`src/rtl/cmd_word_deser.sv`:
```
// Packet deserializer: header + N (lo,hi) word pairs -> 32-bit register writes with auto-incrementing address.
// Optional inter-word gap timeout is enabled by defining CMD_WORD_DESER_TIMEOUT_EN.
module cmd_word_deser #(
    parameter int TO_WIDTH  = 10,
    parameter int TO_CYCLES = 1000
) (
    input  logic        mclk,
    input  logic        rst,
    input  logic [15:0] din,
    input  logic        din_stb,
    output logic        we,
    output logic [7:0]  wa,
    output logic [31:0] wd,
    output logic        busy,
    output logic        done,
    output logic        timeout_err
);

    typedef enum logic [1:0] {
        IDLE = 2'd0,
        LO   = 2'd1,
        HI   = 2'd2
    } state_t;

    state_t      state, state_nxt;
    logic [7:0]  addr, addr_nxt;
    logic [7:0]  remaining, remaining_nxt;
    logic [15:0] low_half, low_half_nxt;
    logic        we_nxt;
    logic [7:0]  wa_nxt;
    logic [31:0] wd_nxt;
    logic        done_nxt;
    logic        timeout_nxt;

    // The gap counter must be able to hold TO_CYCLES-1.
    if (TO_CYCLES < 1 || TO_CYCLES >= (1 << TO_WIDTH)) begin : g_bad_timeout
        $error("cmd_word_deser: TO_CYCLES must be in [1, 2**TO_WIDTH)");
    end

`ifdef CMD_WORD_DESER_TIMEOUT_EN
    localparam logic [TO_WIDTH-1:0] GAP_LAST = TO_WIDTH'(TO_CYCLES - 1);
    localparam logic [TO_WIDTH-1:0] GAP_ONE  = TO_WIDTH'(1);
    logic [TO_WIDTH-1:0] gap_cnt, gap_cnt_nxt;
`endif

    always_comb begin
        // NOTE: every variable gets a default first so no path leaves one unassigned (no latch inferred).
        state_nxt     = state;
        addr_nxt      = addr;
        remaining_nxt = remaining;
        low_half_nxt  = low_half;
        we_nxt        = 1'b0;
        wa_nxt        = wa;
        wd_nxt        = wd;
        done_nxt      = 1'b0;
        timeout_nxt   = 1'b0;

        case (state)
            IDLE: begin
                if (din_stb) begin
                    addr_nxt      = din[15:8];
                    remaining_nxt = din[7:0];
                    if (din[7:0] == 8'd0) done_nxt  = 1'b1;
                    else                  state_nxt = LO;
                end
            end
            LO: begin
                if (din_stb) begin
                    low_half_nxt = din;
                    state_nxt    = HI;
                end
            end
            HI: begin
                if (din_stb) begin
                    we_nxt        = 1'b1;
                    wa_nxt        = addr;
                    wd_nxt        = {din, low_half};
                    addr_nxt      = addr + 8'd1;
                    remaining_nxt = remaining - 8'd1;
                    if (remaining == 8'd1) begin
                        done_nxt  = 1'b1;
                        state_nxt = IDLE;
                    end else begin
                        state_nxt = LO;
                    end
                end
            end
            default: state_nxt = IDLE;
        endcase

`ifdef CMD_WORD_DESER_TIMEOUT_EN
        gap_cnt_nxt = gap_cnt;
        if (state == IDLE || din_stb) begin
            gap_cnt_nxt = '0;
        end else if (gap_cnt == GAP_LAST) begin
            // Abort the packet; the half-received pair is simply dropped.
            gap_cnt_nxt = '0;
            timeout_nxt = 1'b1;
            state_nxt   = IDLE;
        end else begin
            gap_cnt_nxt = gap_cnt + GAP_ONE;
        end
`endif
    end

    always_ff @(posedge mclk) begin
        // NOTE: sequential state uses non-blocking assignments so all registers update from pre-edge values.
        if (rst) begin
            state     <= IDLE;
            addr      <= 8'd0;
            remaining <= 8'd0;
            low_half  <= 16'd0;
            we        <= 1'b0;
            wa        <= 8'd0;
            wd        <= 32'd0;
            busy      <= 1'b0;
            done      <= 1'b0;
        end else begin
            state     <= state_nxt;
            addr      <= addr_nxt;
            remaining <= remaining_nxt;
            low_half  <= low_half_nxt;
            we        <= we_nxt;
            wa        <= wa_nxt;
            wd        <= wd_nxt;
            busy      <= (state_nxt != IDLE);
            done      <= done_nxt;
        end
    end

`ifdef CMD_WORD_DESER_TIMEOUT_EN
    always_ff @(posedge mclk) begin
        if (rst) begin
            gap_cnt     <= '0;
            timeout_err <= 1'b0;
        end else begin
            gap_cnt     <= gap_cnt_nxt;
            timeout_err <= timeout_nxt;
        end
    end
`else
    assign timeout_err = 1'b0;
`endif

endmodule
```
`config.mk`:
```
export PLATFORM = sky130hd
export DESIGN_NAME = cmd_word_deser
export DESIGN_NICKNAME = d
export VERILOG_FILES = /design/src/rtl/cmd_word_deser.sv
export SDC_FILE = /design/constraint.sdc
export NUM_CORES = 1
export LEC_CHECK = 0
export BUFFER_PORTS_ARGS = -buffer_cell sky130_fd_sc_hd__buf_2
export CAP_MARGIN = 20
export CORE_ASPECT_RATIO = 1.75
export CORE_UTILIZATION = 58
export DETAILED_ROUTE_END_ITERATION = 7
export PLACE_DENSITY = 0.89
export REMOVE_ABC_BUFFERS = 1
export SYNTH_ARGS = -nofsm -noshare
export SYNTH_HDL_FRONTEND = slang
export SYNTH_SLANG_ARGS = --single-unit
```
`constraint.sdc`:
```
create_clock -name mclk -period 2.73 [get_ports mclk]
set_clock_uncertainty 0.1 [all_clocks]
set_input_delay 0.273 -clock mclk [delete_from_list [all_inputs] [get_ports mclk]]
set_output_delay 0.273 -clock mclk [all_outputs]
set_load 0.02 [all_outputs]
```
# Yosys cells after proc, flatten, opt, wreduce, memory -nomap -nowiden
# Cells that the tools add are included.
classes:
  n_addsub: 2
  mul: 0
  div_mod_pow: 0
  magnitude_cmp: 0
  n_eq_ne: 5
  shifts: 0
  mux: 18
  bitwise_logic: 1
  reduce_logical: 8
ops:
  columns: ["operator", "count"]
  rows:
  - ["$mux W8", 4]
  - ["$pmux W8 S2", 2]
  - ["$add A8 B1 Y8 const B", 1]
  - ["$eq A8 B1 Y1 const B", 1]
  - ["$logic_not A8 Y1", 1]
  - ["$mux W2", 4]
  - ["$sub A8 B1 Y8 const B", 1]
  - ["$mux W1", 6]
  - ["$pmux W2 S3", 1]
  - ["$ne A2 B2 Y1 const B", 2]
  - ["$reduce_and A2 Y1", 2]
  - ["$reduce_bool A2 Y1", 2]
  - ["$reduce_and A3 Y1", 1]
  - ["$eq A2 B1 Y1 const B", 1]
  - ["$eq A2 B2 Y1 const B", 1]
  - ["$logic_not A2 Y1", 1]
  - ["$pmux W1 S2", 1]
  - ["$reduce_or A2 Y1", 1]
  - ["$not A1 Y1", 1]
totals:
  reg_bits: 77
  latch_bits: 0
  ramBits: 0
  mem_bits_ro: 0
  inputBits: 19
  output_inout_bits: 44
  n_memories: 0

# Logic depth before layout (Yosys ltp)
# Gate-level depths: netlist (run 1).
depth:
  depth_word: 5
  depth_mapped: 6

# Worst setup path before layout (run 1)
# Ideal clock, no wire load.
synth_path:
  path_kind: "reg2reg"
  from: "register remaining[0]"
  to: "register remaining[4]"
  setup_time_ps: 103
  arrival_time_ps: 1370
  required_ps: 2527
  path_slack_ps: 1157
  path_stages_with_launch: 7
  n_path_buf: 0
  path_cell_list: "dfxtp_1 -> inv_1 -> ha_1 -> or3b_1 -> a21oi_1 -> nor2_1 -> a2111oi_2"
synth_via:
  elab_chain_len: 3
synth_rtl:
  columns: ["item", "line_no", "rtl"]
  rows:
  - ["from (decl)", "27", "logic [7:0] remaining, remaining_nxt;"]
  - ["from (signal assigned)", "121", "remaining <= remaining_nxt;"]
  - ["$sub A8 B1 Y8", "79", "remaining_nxt = remaining - 8'd1;"]
  - ["$mux W8", "74", "if (din_stb) begin"]
  - ["$pmux W8 S2", "58", "case (state)"]
# Every way passes these cells. The select of a mux whose other input is x is not followed.
# A chain may end at the register's enable or synchronous reset.

# Worst setup path in the final report (run 1)
layout_path:
  from: "register state[1]"
  to: "register low_half[9]"
layout_via:
  elab_chain_len: 2
layout_rtl:
  columns: ["item", "line_no", "rtl"]
  rows:
  - ["from (decl)", "25", "state_t state, state_nxt;"]
  - ["from (signal assigned)", "119", "state <= state_nxt;"]
  - ["$eq A2 B1 Y1", "58", null]
  - ["$reduce_and A2 Y1 (no line)", null, null]
  - ["to (signal assigned)", "122", "low_half <= low_half_nxt;"]
  - ["to (decl)", "28", "logic [15:0] low_half, low_half_nxt;"]
# Every way passes these cells.

==> impl_metrics.py, run 1 <==
metrics = {
    "status": {
        "outcome": "finished, violations left",
        "violations": "DRC",
    },
    "global_route": {
        "grtUsageTotal": 0.263,
        "grt_pass1_wl_um": 11700,
        "antenna_found_initial": 0,
        "grt.overflow.total": 0,
        "grt_max_degree": 40,
        "grt_pass1_vias": 2677,
    },
    "final_layout": {
        "nets": 468,
        "regArea_um2": 1540,
        "final_area_um2": 3600,
        "final_util": 0.691,
        "drive_gt1_frac": 0.208,
        "syn2layout_area_growth_pct": 15.0,
        "antennaDiodeCount": 0,
        "stdcell_count": 506,
        "multi_input_area_um2": 1420,
        "fillers": 432,
    },
    "clock_network": {
        "cts_made_buffers": 9,
        "cts-resized-gates": 0,
        "clk_pin_slew_ns": 0.08,
        "ctsHoldBuffers": 0,
        "h-tree-depth": 3,
        "cts_sinks": 77,
        "cts_setup_buffers": 0,
        "cts_tree": "built",
        "clockRootBuffer": "clkbuf_8",
        "clock_path_buffers": 2,
        "clkLatencyLatePin_ns": 0.35,
    },
    "drt": {
        "drtIter0Drc": 183,
        "vias": 2983,
        "met1_length_um": 2880,
        "wirelength_um": 7200,
        "highest_layer": "met4",
        "first_pass_iters": 8,
        "wl_met2_um": 3630,
        "viasPerCell": 5.90,
        "drc": 5,
        "ant_nets": 0,
        "wire_per_inst_um": 14.2,
        "dr_wl_met3_um": 414,
    },
    "sta": {
        "max_freq_mhz": 488,
        "final.setup.tns_ns": 0,
        "setup_viol": 0,
        "relSlewSlack": 0.507,
        "rsz0062_at_grt": "false",
        "period_minus_slack_ns": 2.05,
        "drv_slew": 0,
        "hold_viol_final": 0,
        "worst_slew_pin_slew_ns": 0.738,
        "min_period_over_period": 0.750,
    },
    "power_and_ir_drop": {
        "p_seq_frac": 0.547,
        "p_clk_frac": 0.359,
        "vdd_drop_max_mv": 0.421,
        "p_sw_frac": 0.263,
        "p_per_area_nw_per_um2": 608,
        "switchingPower_mw": 0.576,
        "internal_power_mw": 1.61,
        "comb_power_share": 0.093,
        "fin_total_pwr_mw": 2.19,
        "p_leak_nw": 1.43,
    },
    "floorplan": {
        "die_y_um": 99.2,
        "die_width_um": 57.5,
        "initial_utilization": 0.601,
        "ios": 63,
        "die_area_um2": 5710,
        "row_count": 35,
        "coreArea_um2": 5210,
    },
    "critical_path": {
        "regToRegStartpoint": "state[1]",
        "crit_required_ns": 2.91,
        "cpLargestDelayFamily": "flip-flops",
        "path_buf_inv": 1,
        "start_kind": "flip-flop",
        "crit_slowest_cell": "dfxtp_1",
        "cp_cell_sequence": "inv_2 > nand3_1 > nand2_1 > a21oi_1",
        "end_kind": "flip-flop",
        "critPathMaxFanout": 22,
        "critPathMaxStageDelay_ns": 0.80,
        "crit_type": "reg -> reg",
        "worstPathArrival_ns": 2.23,
        "crit_start": "state[1]",
    },
    "logic_synthesis": {
        "synth_warnings": 0,
        "ys_types": 48,
        "ys_seq_area_frac": 0.492,
        "ys_top_cells_by_count": "nand2_1 (118), dfxtp_1 (77), a21oi_1 (70), nor2_1 (19), buf_2 (14)",
        "async_reset_ff_frac": 0,
        "syn-cell-area_um2": 3130,
        "synth_top_area_share": 0.492,
        "postSynthCellCount": 396,
        "dominantRegCellSynth": "dfxtp_1",
        "synth_edf_count": 0,
        "synth.most_common_cell": "nand2_1",
        "synth_area_leader_cell": "dfxtp_1",
        "synth.area.top_cells": "dfxtp_1 (49%), nand2_1 (14%), a21oi_1 (11%), nor2_1 (2.3%), buf_2 (2.2%)",
        "syn_area_per_cell_um2": 7.91,
        "synth-seq-cells": 77,
    },
    "placement": {
        "routabilityCongestion": 0.922,
        "hpwl_um": 4870,
        "dpl_cell_area_um2": 3420,
        "dpl.cell_count": 490,
        "io_buffers": 61,
    },
    "hold_path": {
        "min_from": "din[11]",
        "hold_path_class": "in -> reg",
    },
    "job": {
        "max_cap_viol_count": 0,
    },
}
## logic make-up (layout without fill, tap and decap cells)
kind of cell             count (synthesis)  after routing  synth area share
AO/OA/AOI/OAI                          103            103             0.192
adder cells (fa/ha/maj)                  3              3            0.0120
buffers and inverters                   35             90            0.0539
flip-flops                              77             77             0.492
other                                    1              1           0.00120
AND/OR/NAND/NOR                        177            177             0.248
## placed cells by master (no fill, tap or decap), drive strengths merged, types with 3 or more instances in the layout
master | synthesis | routed
nor3 | 9 | 9
o21ai | 5 | 5
nand2 | 118 | 118
clkbuf | 11 | 11
nand3 | 9 | 9
buf | 19 | 69
nor4 | 3 | 3
a211oi | 4 | 4
dfxtp | 77 | 77
nand4 | 4 | 4
ha | 3 | 3
a311oi | 3 | 3
a21oi | 70 | 70
and3 | 4 | 4
inv | 5 | 6
a31oi | 3 | 3
nor2 | 19 | 19
## worst register-to-register path, stage by stage, from the launching register on
cell and delay (ns):
dfxtp_1 0.80, inv_2 0.26, nand3_1 0.52, nand2_1 0.12, a21oi_1 0.17
## per-stage QoR
step | setup WS [ns] | hold slack [ns]
final | 0.682 | 0.0844
after detailed placement | 0.735 | 0.343
after floorplan | 0.628 | 0.242
after global placement | 0.846 | 0.337
after global routing | 0.500 | 0.0948
after CTS | 0.713 | 0.0768
## state kept, by name, indices dropped and copies added, names as in the netlist, 2 cells and up
signal / cells
remaining: 8
wa: 8
wd: 32
addr: 8
state: 2
low_half: 16
## routing by layer
metal / global-route usage / vias to the layer above
li1: - / 1452
met1: 0.313 / 1381
met2: 0.423 / 126
met3: 0.0546 / 24
met4: 0.169 / 0
met5: 0 / -
## power by group through the flow
stage | clock network (mW) | registers [mW] | logic [mW]
after floorplan | 0 | 1.22 | 0.111
after global placement | 0 | 1.22 | 0.194
after detailed placement | 0 | 1.22 | 0.200
after CTS | 0.800 | 1.20 | 0.202
after global routing | 0.847 | 1.20 | 0.225
final | 0.787 | 1.20 | 0.204
## cell type report
cell class / count / area share
clock inverter: 5 / 0.00938
multi-input combinational: 284 / 0.395
timing repair buffer: 69 / 0.101
sequential: 77 / 0.428
clock buffer: 11 / 0.0420
tap: 55 / 0.0191
inverter: 5 / 0.00521
## final timing paths
check / end / slack [ns] / depth (start not counted)
max: low_half[9] / 0.68 / 4
max reg2reg: low_half[9] / 0.68 / 4
min reg2reg: wd[25] / 0.35 / 2
min: low_half[11] / 0.08 / 3
Note: power is estimated with default switching activity, not from simulation.
==> inputs of run 2 (changes only) <==
- CORE_UTILIZATION: 58 -> 49
- PLACE_DENSITY: 0.89 -> 0.8
- clock period: 2.73 -> 1.64 ns (I/O delays scaled with it)
==> impl_metrics.py, run 2 (synthesis results as in run 1) <==
metrics = {
    "global_route": {
        "grt_max_degree": 33,
        "antenna_found_initial": 0,
        "grt_pass1_wl_um": 12700,
        "grtUsageTotal": 0.240,
        "grt.overflow.total": 0,
        "grt_pass1_vias": 2804,
    },
    "final_layout": {
        "reg.largest.list": "wd x32, low_half x16",
        "drive_gt1_frac": 0.217,
        "final_util": 0.637,
        "multi_input_area_um2": 1430,
        "regArea_um2": 1540,
        "antennaDiodeCount": 0,
        "final_area_um2": 3940,
        "final_common_cell": "nand2_1",
        "fillers": 538,
        "top_register": "wd",
        "final_cell_mix": "nand2_1 (118), dfxtp_1 (75), a21oi_1 (70), buf_2 (61), nor2_1 (19)",
        "nets": 492,
        "largest_reg_flops": 32,
        "syn2layout_area_growth_pct": 25.7,
    },
    "placement": {
        "io_buffers": 61,
        "routabilityCongestion": 0.849,
        "dpl_cell_area_um2": 3570,
        "hpwl_um": 5150,
        "place_ws_ns": 0.0247,
    },
    "drt": {
        "drtIter0Drc": 205,
        "drc": 0,
        "vias": 3042,
        "ant_nets": 0,
        "wirelength_um": 7580,
        "viasPerCell": 5.49,
        "first_pass_iters": 4,
        "wire_per_inst_um": 13.7,
    },
    "sta": {
        "relSlewSlack": 0.632,
        "final.setup.tns_ns": 0,
        "min_period_over_period": 0.966,
        "fin_ws_ns": 0.0562,
        "rsz0062_at_grt": "false",
        "hold_viol_final": 0,
        "period_minus_slack_ns": 1.58,
        "max_freq_mhz": 631,
        "drv_slew": 0,
        "setup_viol": 0,
        "worst_slew_pin_slew_ns": 0.552,
    },
    "critical_path": {
        "worstPathArrival_ns": 1.72,
        "crit_type": "reg -> reg",
        "critPathMaxFanout": 6,
        "crit_required_ns": 1.77,
        "start_kind": "flip-flop",
        "end_kind": "flip-flop",
    },
    "floorplan": {
        "die_y_um": 108,
        "die_width_um": 62.4,
        "initial_utilization": 0.507,
        "die_area_um2": 6730,
        "coreArea_um2": 6180,
        "row_count": 38,
        "ios": 63,
    },
    "hold_path": {
        "hold_path_class": "in -> reg",
    },
    "status": {
        "outcome": "complete, no violations",
    },
    "clock_network": {
        "cts_tree": "built",
        "clkLatencyLatePin_ns": 0.36,
        "cts_setup_buffers": 0,
        "cts_made_buffers": 9,
        "clock_path_buffers": 2,
        "h-tree-depth": 3,
        "clockRootBuffer": "clkbuf_8",
        "cts_sinks": 77,
        "clk_pin_slew_ns": 0.07,
    },
    "power_and_ir_drop": {
        "p_leak_nw": 1.56,
        "p_per_area_nw_per_um2": 973,
        "vdd_drop_max_mv": 0.580,
        "fin_total_pwr_mw": 3.83,
    },
    "job": {
        "max_cap_viol_count": 0,
    },
}
run 2: cell count changes in the layout (fill, tap and decap cells not counted), sizes merged:
cell and change:
dlygate4sd3 +16, buf +8, clkbuf +3, clkinv -2
clkinvlp -2, bufinv +1, inv -1
run 2: what timing repair did:
item,CTS,global route
hold buffers,16,0
resized for setup,0,5
setup endpoints to repair,0,3
hold endpoints to repair,31,0
run 2: power by group:
part	switching [mW]	internal, mW	leakage, nW	total [mW]
sequential	0.0626	1.93	0.626	1.99
combinational	0.230	0.180	0.838	0.410
clock	0.647	0.780	0.0968	1.43
total	0.940	2.89	1.56	3.83
run 2: worst paths after layout:
kind | depth (start not counted) | startpoint | slack [ns] | to
max | 4 | remaining[2] | 0.06 | state[0]
min | 3 | din_stb | 0.14 | state[1]
max reg2reg | 4 | remaining[2] | 0.06 | state[0]
min reg2reg | 2 | wd[22] | 0.35 | wd[22]
run 2: metal layers:
layer / track usage / part of all wire / up-vias
met3: 0.0561 / 0.057 / 27
li1: - / - / 1493
met1: 0.267 / 0.39 / 1409
met2: 0.407 / 0.51 / 113
met4: 0.153 / 0.040 / 0
met5: 0 / 0 / -
run 2: critical path: stages (launching register included):
cell and delay [ns]:
dfxtp_1 0.38, nor4_2 0.45, nand4_1 0.19, a32oi_1 0.27, nor2_1 0.06
run 2: stage by stage:
| stage | instances | hold WS [ns] |
|---|---|---|
| finish | 554 | 0.140 |
| global route | 554 | 0.156 |
| CTS | 554 | 0.124 |
| detailed placement | 523 | 0.344 |
| global placement | 523 | 0.337 |
| floorplan | 366 | 0.133 |
run 2: layout make-up:
class / instances / share of cell area
well taps: 80 / 0.0254
repair buffers: 93 / 0.165
multi-input cells: 284 / 0.364
flip-flops and latches: 77 / 0.392
clock inverters: 1 / 0.00763
clock buffers: 14 / 0.0413
inverters: 5 / 0.00477
